File: config.mk
export PLATFORM = sky130hd
export DESIGN_NAME = imem_boot_loader_flat
export DESIGN_NICKNAME = d
export VERILOG_FILES = /design/src/rtl/imem_boot_loader_if.sv /design/src/rtl/imem_boot_loader.sv /design/src/flat_wrapper.sv
export SDC_FILE = /design/constraint.sdc
export NUM_CORES = 1
export LEC_CHECK = 0
export CAP_MARGIN = 5
export CORE_ASPECT_RATIO = 0.75
export CORE_MARGIN = 3
export CORE_UTILIZATION = 48
export CTS_CLUSTER_DIAMETER = 80
export DETAILED_ROUTE_END_ITERATION = 10
export MAX_ROUTING_LAYER = met4
export PLACE_DENSITY = 0.77
export SYNTH_ARGS = -nofsm -noshare
export SYNTH_HDL_FRONTEND = slang
export SYNTH_SLANG_ARGS = --single-unit
File: constraint.sdc
create_clock -name clk -period 2.1 [get_ports clk]
set_input_delay 0.42 -clock clk [delete_from_list [all_inputs] [get_ports clk]]
set_output_delay 0.42 -clock clk [all_outputs]
set_load 0.01 [all_outputs]
File: src/rtl/imem_boot_loader_if.sv
// Signal bundle between a boot byte source (master) and imem_boot_loader (slave).
// It carries the load request, the byte stream, the imem write port and core-reset status.
interface imem_boot_loader_if #(
    parameter int WORD_WIDTH = 32,
    parameter int ADDR_WIDTH = 8
);
    logic                  start;
    logic [ADDR_WIDTH:0]   word_count;
    logic [ADDR_WIDTH-1:0] base_addr;
    logic                  s_valid;
    logic [7:0]            s_data;
    logic                  s_ready;
    logic                  mem_we;
    logic [ADDR_WIDTH-1:0] mem_addr;
    logic [WORD_WIDTH-1:0] mem_wdata;
    logic                  cpu_rst_n;
    logic                  busy;
    logic                  done;
    logic                  error;
    logic [ADDR_WIDTH:0]   words_loaded;

    modport master (
        output start, word_count, base_addr, s_valid, s_data,
        input  s_ready, mem_we, mem_addr, mem_wdata, cpu_rst_n, busy, done, error, words_loaded
    );

    modport slave (
        input  start, word_count, base_addr, s_valid, s_data,
        output s_ready, mem_we, mem_addr, mem_wdata, cpu_rst_n, busy, done, error, words_loaded
    );
endinterface

File: src/rtl/imem_boot_loader.sv
// Boot loader: assembles a little-endian byte stream into words, writes them to imem
// while holding the core in reset, then releases it. Define LOADER_CHECKSUM_EN for a trailing checksum word.
module imem_boot_loader #(
    parameter int WORD_WIDTH    = 32,
    parameter int ADDR_WIDTH    = 8,
    parameter int RELEASE_DELAY = 4
) (
    input  logic              clk,
    input  logic              rst_n,
    imem_boot_loader_if.slave bus
);
    // state   | meaning
    // IDLE    | after reset, waiting for start
    // RECV    | collecting bytes of the current word (or of the checksum)
    // WRITE   | one-cycle imem write of the assembled word
    // HOLD    | core still in reset, release timer counting down
    // RUN     | core released, load complete
    // ERROR   | bad word_count or checksum, core held in reset
    localparam int BPW = WORD_WIDTH / 8;
    localparam int BIW = (BPW > 1) ? $clog2(BPW) : 1;
    localparam int CW  = $clog2(RELEASE_DELAY + 1);
    localparam logic [ADDR_WIDTH:0] MAX_WORDS = {1'b1, {ADDR_WIDTH{1'b0}}};

    typedef enum logic [2:0] {S_IDLE, S_RECV, S_WRITE, S_HOLD, S_RUN, S_ERROR} state_t;

    state_t                r_state, w_next;
    logic [ADDR_WIDTH:0]   r_word_count;
    logic [ADDR_WIDTH-1:0] r_base_addr;
    logic [BIW-1:0]        r_byte_idx;
    logic [WORD_WIDTH-1:0] r_word;
    logic [WORD_WIDTH-1:0] w_word_next;
    logic [CW-1:0]         r_hold_cnt;
    logic                  r_mem_we;
    logic [ADDR_WIDTH-1:0] r_mem_addr;
    logic [WORD_WIDTH-1:0] r_mem_wdata;
    logic                  r_cpu_rst_n;
    logic                  r_busy;
    logic                  r_done;
    logic                  r_error;
    logic [ADDR_WIDTH:0]   r_words_loaded;
    logic                  w_accept;
    logic                  w_hs;
    logic                  w_last_byte;
    logic                  w_last_word;
`ifdef LOADER_CHECKSUM_EN
    logic [WORD_WIDTH-1:0] r_sum;
    logic                  r_csum_phase;
`endif

    assign w_last_byte = (r_byte_idx == BIW'(BPW - 1));
    assign w_last_word = ((r_words_loaded + (ADDR_WIDTH + 1)'(1)) == r_word_count);

    // The incoming byte is merged combinationally so the last byte can go straight to mem_wdata.
    always_comb begin
        w_word_next = r_word;
        for (int i = 0; i < BPW; i++) begin
            if (r_byte_idx == BIW'(i)) w_word_next[i*8 +: 8] = bus.s_data;
        end
    end

    always_ff @(posedge clk or negedge rst_n) begin
        if (!rst_n) r_state <= S_IDLE;
        else        r_state <= w_next;
    end

    always_comb begin
        w_next   = r_state;
        w_accept = 1'b0;
        w_hs     = 1'b0;
        case (r_state)
            S_IDLE, S_RUN, S_ERROR: begin
                if (bus.start) begin
                    w_accept = 1'b1;
                    if (bus.word_count > MAX_WORDS)  w_next = S_ERROR;
`ifdef LOADER_CHECKSUM_EN
                    else                             w_next = S_RECV;
`else
                    else if (bus.word_count == '0)   w_next = S_HOLD;
                    else                             w_next = S_RECV;
`endif
                end
            end
            S_RECV: begin
                if (bus.s_valid) begin
                    w_hs = 1'b1;
                    if (w_last_byte) begin
`ifdef LOADER_CHECKSUM_EN
                        if (r_csum_phase) w_next = (w_word_next == r_sum) ? S_HOLD : S_ERROR;
                        else              w_next = S_WRITE;
`else
                        w_next = S_WRITE;
`endif
                    end
                end
            end
            S_WRITE: begin
`ifdef LOADER_CHECKSUM_EN
                w_next = S_RECV;
`else
                w_next = w_last_word ? S_HOLD : S_RECV;
`endif
            end
            S_HOLD:  if (r_hold_cnt == '0) w_next = S_RUN;
            default: w_next = S_IDLE;
        endcase
    end

    // Status outputs are registered from the next state so they line up with r_state.
    always_ff @(posedge clk or negedge rst_n) begin
        if (!rst_n) begin
            r_word_count   <= '0;
            r_base_addr    <= '0;
            r_byte_idx     <= '0;
            r_word         <= '0;
            r_hold_cnt     <= '0;
            r_mem_we       <= 1'b0;
            r_mem_addr     <= '0;
            r_mem_wdata    <= '0;
            r_cpu_rst_n    <= 1'b0;
            r_busy         <= 1'b0;
            r_done         <= 1'b0;
            r_error        <= 1'b0;
            r_words_loaded <= '0;
        end else begin
            r_busy      <= (w_next == S_RECV) || (w_next == S_WRITE) || (w_next == S_HOLD);
            r_done      <= (w_next == S_RUN);
            r_cpu_rst_n <= (w_next == S_RUN);
            r_error     <= (w_next == S_ERROR);
            r_mem_we    <= (w_next == S_WRITE);
            if (w_accept) begin
                r_word_count   <= bus.word_count;
                r_base_addr    <= bus.base_addr;
                r_words_loaded <= '0;
                r_byte_idx     <= '0;
            end
            if (w_hs) begin
                r_word     <= w_word_next;
                r_byte_idx <= w_last_byte ? '0 : r_byte_idx + BIW'(1);
            end
            if (w_next == S_WRITE) begin
                r_mem_addr  <= r_base_addr + r_words_loaded[ADDR_WIDTH-1:0];
                r_mem_wdata <= w_word_next;
            end
            if (r_state == S_WRITE) r_words_loaded <= r_words_loaded + (ADDR_WIDTH + 1)'(1);
            if (w_next == S_HOLD && r_state != S_HOLD) r_hold_cnt <= CW'(RELEASE_DELAY - 1);
            else if (r_state == S_HOLD)                r_hold_cnt <= r_hold_cnt - CW'(1);
        end
    end

`ifdef LOADER_CHECKSUM_EN
    // A zero-length load goes straight to the checksum phase and expects a checksum of 0.
    always_ff @(posedge clk or negedge rst_n) begin
        if (!rst_n) begin
            r_sum        <= '0;
            r_csum_phase <= 1'b0;
        end else if (w_accept) begin
            r_sum        <= '0;
            r_csum_phase <= (bus.word_count == '0);
        end else if (r_state == S_WRITE) begin
            r_sum <= r_sum + r_mem_wdata;
            if (w_last_word) r_csum_phase <= 1'b1;
        end
    end
`endif

    assign bus.s_ready      = (r_state == S_RECV);
    assign bus.mem_we       = r_mem_we;
    assign bus.mem_addr     = r_mem_addr;
    assign bus.mem_wdata    = r_mem_wdata;
    assign bus.cpu_rst_n    = r_cpu_rst_n;
    assign bus.busy         = r_busy;
    assign bus.done         = r_done;
    assign bus.error        = r_error;
    assign bus.words_loaded = r_words_loaded;
endmodule

File: src/flat_wrapper.sv
// flat-port wrapper written by rule: the top's interface ports become plain ports
module imem_boot_loader_flat 
#(
    parameter int WORD_WIDTH    = 32,
    parameter int ADDR_WIDTH    = 8,
    parameter int RELEASE_DELAY = 4
)
  (clk, rst_n, bus_start, bus_word_count, bus_base_addr, bus_s_valid, bus_s_data, bus_s_ready, bus_mem_we, bus_mem_addr, bus_mem_wdata, bus_cpu_rst_n, bus_busy, bus_done, bus_error, bus_words_loaded);
  imem_boot_loader_if #(.WORD_WIDTH(WORD_WIDTH), .ADDR_WIDTH(ADDR_WIDTH)) bus_i ();
  input  logic clk;
  input  logic rst_n;
  input wire logic [$bits(bus_i.start)-1:0] bus_start;
  input wire logic [$bits(bus_i.word_count)-1:0] bus_word_count;
  input wire logic [$bits(bus_i.base_addr)-1:0] bus_base_addr;
  input wire logic [$bits(bus_i.s_valid)-1:0] bus_s_valid;
  input wire logic [$bits(bus_i.s_data)-1:0] bus_s_data;
  output wire logic [$bits(bus_i.s_ready)-1:0] bus_s_ready;
  output wire logic [$bits(bus_i.mem_we)-1:0] bus_mem_we;
  output wire logic [$bits(bus_i.mem_addr)-1:0] bus_mem_addr;
  output wire logic [$bits(bus_i.mem_wdata)-1:0] bus_mem_wdata;
  output wire logic [$bits(bus_i.cpu_rst_n)-1:0] bus_cpu_rst_n;
  output wire logic [$bits(bus_i.busy)-1:0] bus_busy;
  output wire logic [$bits(bus_i.done)-1:0] bus_done;
  output wire logic [$bits(bus_i.error)-1:0] bus_error;
  output wire logic [$bits(bus_i.words_loaded)-1:0] bus_words_loaded;
  assign bus_i.start = bus_start;
  assign bus_i.word_count = bus_word_count;
  assign bus_i.base_addr = bus_base_addr;
  assign bus_i.s_valid = bus_s_valid;
  assign bus_i.s_data = bus_s_data;
  assign bus_s_ready = bus_i.s_ready;
  assign bus_mem_we = bus_i.mem_we;
  assign bus_mem_addr = bus_i.mem_addr;
  assign bus_mem_wdata = bus_i.mem_wdata;
  assign bus_cpu_rst_n = bus_i.cpu_rst_n;
  assign bus_busy = bus_i.busy;
  assign bus_done = bus_i.done;
  assign bus_error = bus_i.error;
  assign bus_words_loaded = bus_i.words_loaded;
  imem_boot_loader #(.WORD_WIDTH(WORD_WIDTH), .ADDR_WIDTH(ADDR_WIDTH), .RELEASE_DELAY(RELEASE_DELAY)) u_core (.clk(clk), .rst_n(rst_n), .bus(bus_i));
endmodule
==> results of run 1 <==
[per-layer routing]
metal,vias up,part of all wire
met5,-,0
met4,0,0.017
met3,18,0.039
met2,88,0.49
met1,1845,0.45
li1,1791,-
[per-stage QoR]
step	area, um^2	utilization	TNS (ps)	power (mW)	hold WS, ps
3_5_place_dp	6033	0.6429	-2650	6.952	461.6
3_3_place_gp	6033	0.6429	-2254	6.774	458.3
2_1_floorplan	4825	-	-28.17	5.354	124.4
6_report	6573	0.7004	-40.41	8.809	91.44
5_1_grt	6573	0.7004	-406.6	9.408	149.3
4_1_cts	6411	0.6832	-27.22	8.745	151.1
[area by class of cell]
type / count / area [um^2] / share of cell area
sequential: 102 / 2559 / 0.3893
multi-input combinational: 316 / 2300 / 0.3499
timing repair buffer: 130 / 1196 / 0.1820
clock buffer: 12 / 256.5 / 0.03903
tap: 128 / 160.2 / 0.02437
clock inverter: 4 / 52.55 / 0.007995
inverter: 13 / 48.80 / 0.007424
[cell usage in the layout (no fill, tap or decap), types with 5 or more instances in the layout]
cell type	netlist	routed
nand2_1	101	100
dfrtp_1	102	97
clkdlybuf4s50_1	0	72
buf_4	1	46
o21ai_0	47	44
mux2_2	33	32
mux2i_1	24	24
nor2_1	19	16
inv_1	11	11
ha_1	14	11
xnor2_1	10	10
clkbuf_16	0	9
xor2_1	8	8
dlygate4sd2_1	0	7
nand3_1	7	5
dfrtp_2	0	5
[how the worst min path moves through the flow]
stage / from / to
2_1_floorplan: rst_n / u_core.bus.busy
3_3_place_gp: u_core.bus.mem_wdata[24] / u_core.bus.mem_wdata[24]
3_5_place_dp: u_core.bus.mem_wdata[25] / u_core.bus.mem_wdata[25]
4_1_cts: rst_n / u_core.r_word_count[2]
5_1_grt: rst_n / u_core.r_base_addr[7]
6_report: rst_n / u_core.r_word_count[2]
[power groups by stage]
stage               registers (mW)  clock network [mW]  logic, mW
finish                        3.30                1.72       3.79
global route                  3.40                1.83       4.18
CTS                           3.29                1.74       3.72
detailed placement            3.31                   0       3.64
global placement              3.27                   0       3.51
floorplan                     3.38                   0       1.97
[what timing repair did]
item	CTS	global route
pin swaps	8	16
buffers inserted	0	7
cloned	0	0
endpoints found under the setup margin	9	7
resized for setup	26	22
hold endpoints to repair	0	0
[worst max-delay path, delay by kind of cell (launching register included)]
family | cells | cell delay, ps
simple gates | 2 | 350
buf+inv | 1 | 140
compound gates | 2 | 870
xor+xnor | 1 | 110
flops | 1 | 400
mux | 1 | 200
[registers in the layout (all words and copies together), names as in the netlist]
register / flops
u_core.bus.mem_wdata: 32
u_core.r_word: 24
u_core.bus.words_loaded: 9
u_core.r_word_count: 9
u_core.bus.mem_addr: 8
u_core.r_base_addr: 8
u_core.r_hold_cnt: 3
u_core.r_state: 3
u_core.r_byte_idx: 2
u_core.bus.busy: 1
u_core.bus.cpu_rst_n: 1
u_core.bus.error: 1
u_core.bus.mem_we: 1
[cells by family (layout without fill, tap and decap cells)]
family                     after synthesis  count (layout)  synth area share
AOI/OAI and AO/OA                       73              73           0.09632
xor gates and xnor gates                18              18           0.03289
adders and majority gates               15              15           0.04072
buffers and inverters                   34             159           0.02950
DFF                                    102             102            0.5325
muxes                                   57              57            0.1276
and+or+nand+nor                        153             153            0.1404
==> results.cfg, run 1 <==
[status]
status = complete, but fails checks
violations = setup timing

[timing]
worst_slew_pin_slew_ps = 546.3
period_needed_ps = 2132
finalCritPeriodShare = 1.015
grt_setup_unrepaired = yes
hold_viol_final = 0
fin_skew_ps = 11.82
slew_headroom = 0.6358
drv_slew = 0
max_freq_mhz = 469.1
final.setup.worst_slack_ps = -31.61
finalSetupViolations = 3

[cts]
cts_root_buf = clkbuf_16
cts.sinks = 102
cts_buffers = 9
hold_buffers = 0
cts_tree = done
path_clk_slew_ps = 70
ctsHtreeMaxLevel = 3
cts_buffer_depth = 2
clkLatencyLatePin_ps = 350

[floorplan]
coreArea_um2 = 9384
initial_core_util = 0.5108
rows = 30
die_w_um = 121.4
io-pin-count = 84
dieArea_um2 = 11230
die_h_um = 92.55

[route]
viasPerCell = 5.308
ant_nets = 0
wl_per_cell_um = 16.77
num_vias = 3742
firstDrtPassIters = 4
routed_wl_um = 11830
remaining_drc_errors = 0
drtIter0Drc = 263

[synthesis]
yosysMostFrequentCell = dfrtp_1
synth_top_area_share = 0.5325
synth-main-ff-cell = dfrtp_1
ys_seq_area_frac = 0.5325
async_flop_share = 1.000
synth_top_cell_by_area = dfrtp_1
syn_area_um2 = 4793
syn_avg_cell_area_um2 = 10.60
syn_nets = 496
synth_area_leaders = dfrtp_1 53%, nand2_1 7.9%, mux2_2 7.8%
synth_edf_count = 0
netlist_top_cells_count = 102 x dfrtp_1, 101 x nand2_1, 47 x o21ai_0
netlist_instances = 452
ys_ff_latch = 102
synth_cell_type_count = 48
yosys_warnings = 0

[worst_setup_path]
critPathMaxFanout = 6
worst_setup_path_end_kind = flop
r2r-start = u_core.bus.words_loaded[0]
cpMaxStageDelayCell = o41a_1
cp.arrival_ps = 2420
startpoint_type = flop
cp-startpoint = u_core.bus.words_loaded[0]
worstPathCellList = buf_6 -> nand3_2 -> nor2_4 -> xnor2_1 -> o41a_1 -> o41ai_4 -> mux2_4
critical-path-max-stage-delay_ps = 470
rr_endpoint = u_core.r_hold_cnt[0]
crit_type = reg -> reg
r2r_slack_ps = -30
critPathCapture = u_core.r_hold_cnt[0]
reg2regPathDepth = 7
worstPathRequired_ps = 2390

[global_routing]
busiest_layer = met2
grt_use_met3 = 0.04701
antenna_found_initial = 0
grt_max_degree = 103
use_met1 = 0.2927
globalRouteOverflowTotal = 0
grt_usage = 0.2218
grt_util_met2 = 0.3494
grt_pass1_vias = 3760
grt_pass1_wl_um = 18900

[pwr]
combPwrFrac = 0.431
leakage_nw = 3.005
switching_share = 0.3370
powerDensity_nw_per_um2 = 1340
intPower_mw = 5.841
pwr-share-seq = 0.374
peakVddDrop_v = 0.0007173
switchingPower_mw = 2.968
clkPwrFrac = 0.195

[place]
place_ws_ps = -483.9
gp_congestion = 0.8772
dp_hpwl_um = 8149
io_buffers = 83
place_inst = 682

[cells_and_area]
instances_no_fill = 705
num_antenna_cells = 0
syn_to_final_growth_pct = 37.12
fillers = 694
nets = 616
drive_above_1_share = 0.2305

[run]
drv_cap = 0

[worst_hold_path]
worstHoldPathType = in -> async
Note: power is estimated with default switching activity, not from simulation.
==> run 2: changes to the inputs <==
--- a/config.mk
+++ b/config.mk
@@ -10,6 +10,7 @@
 export CORE_MARGIN = 3
 export CORE_UTILIZATION = 48
 export CTS_CLUSTER_DIAMETER = 80
+export CTS_CLUSTER_SIZE = 12
 export DETAILED_ROUTE_END_ITERATION = 10
 export MAX_ROUTING_LAYER = met4
 export PLACE_DENSITY = 0.77
==> results of run 2 <==
Final layout, timing and power as in run 1 (identical DEF).
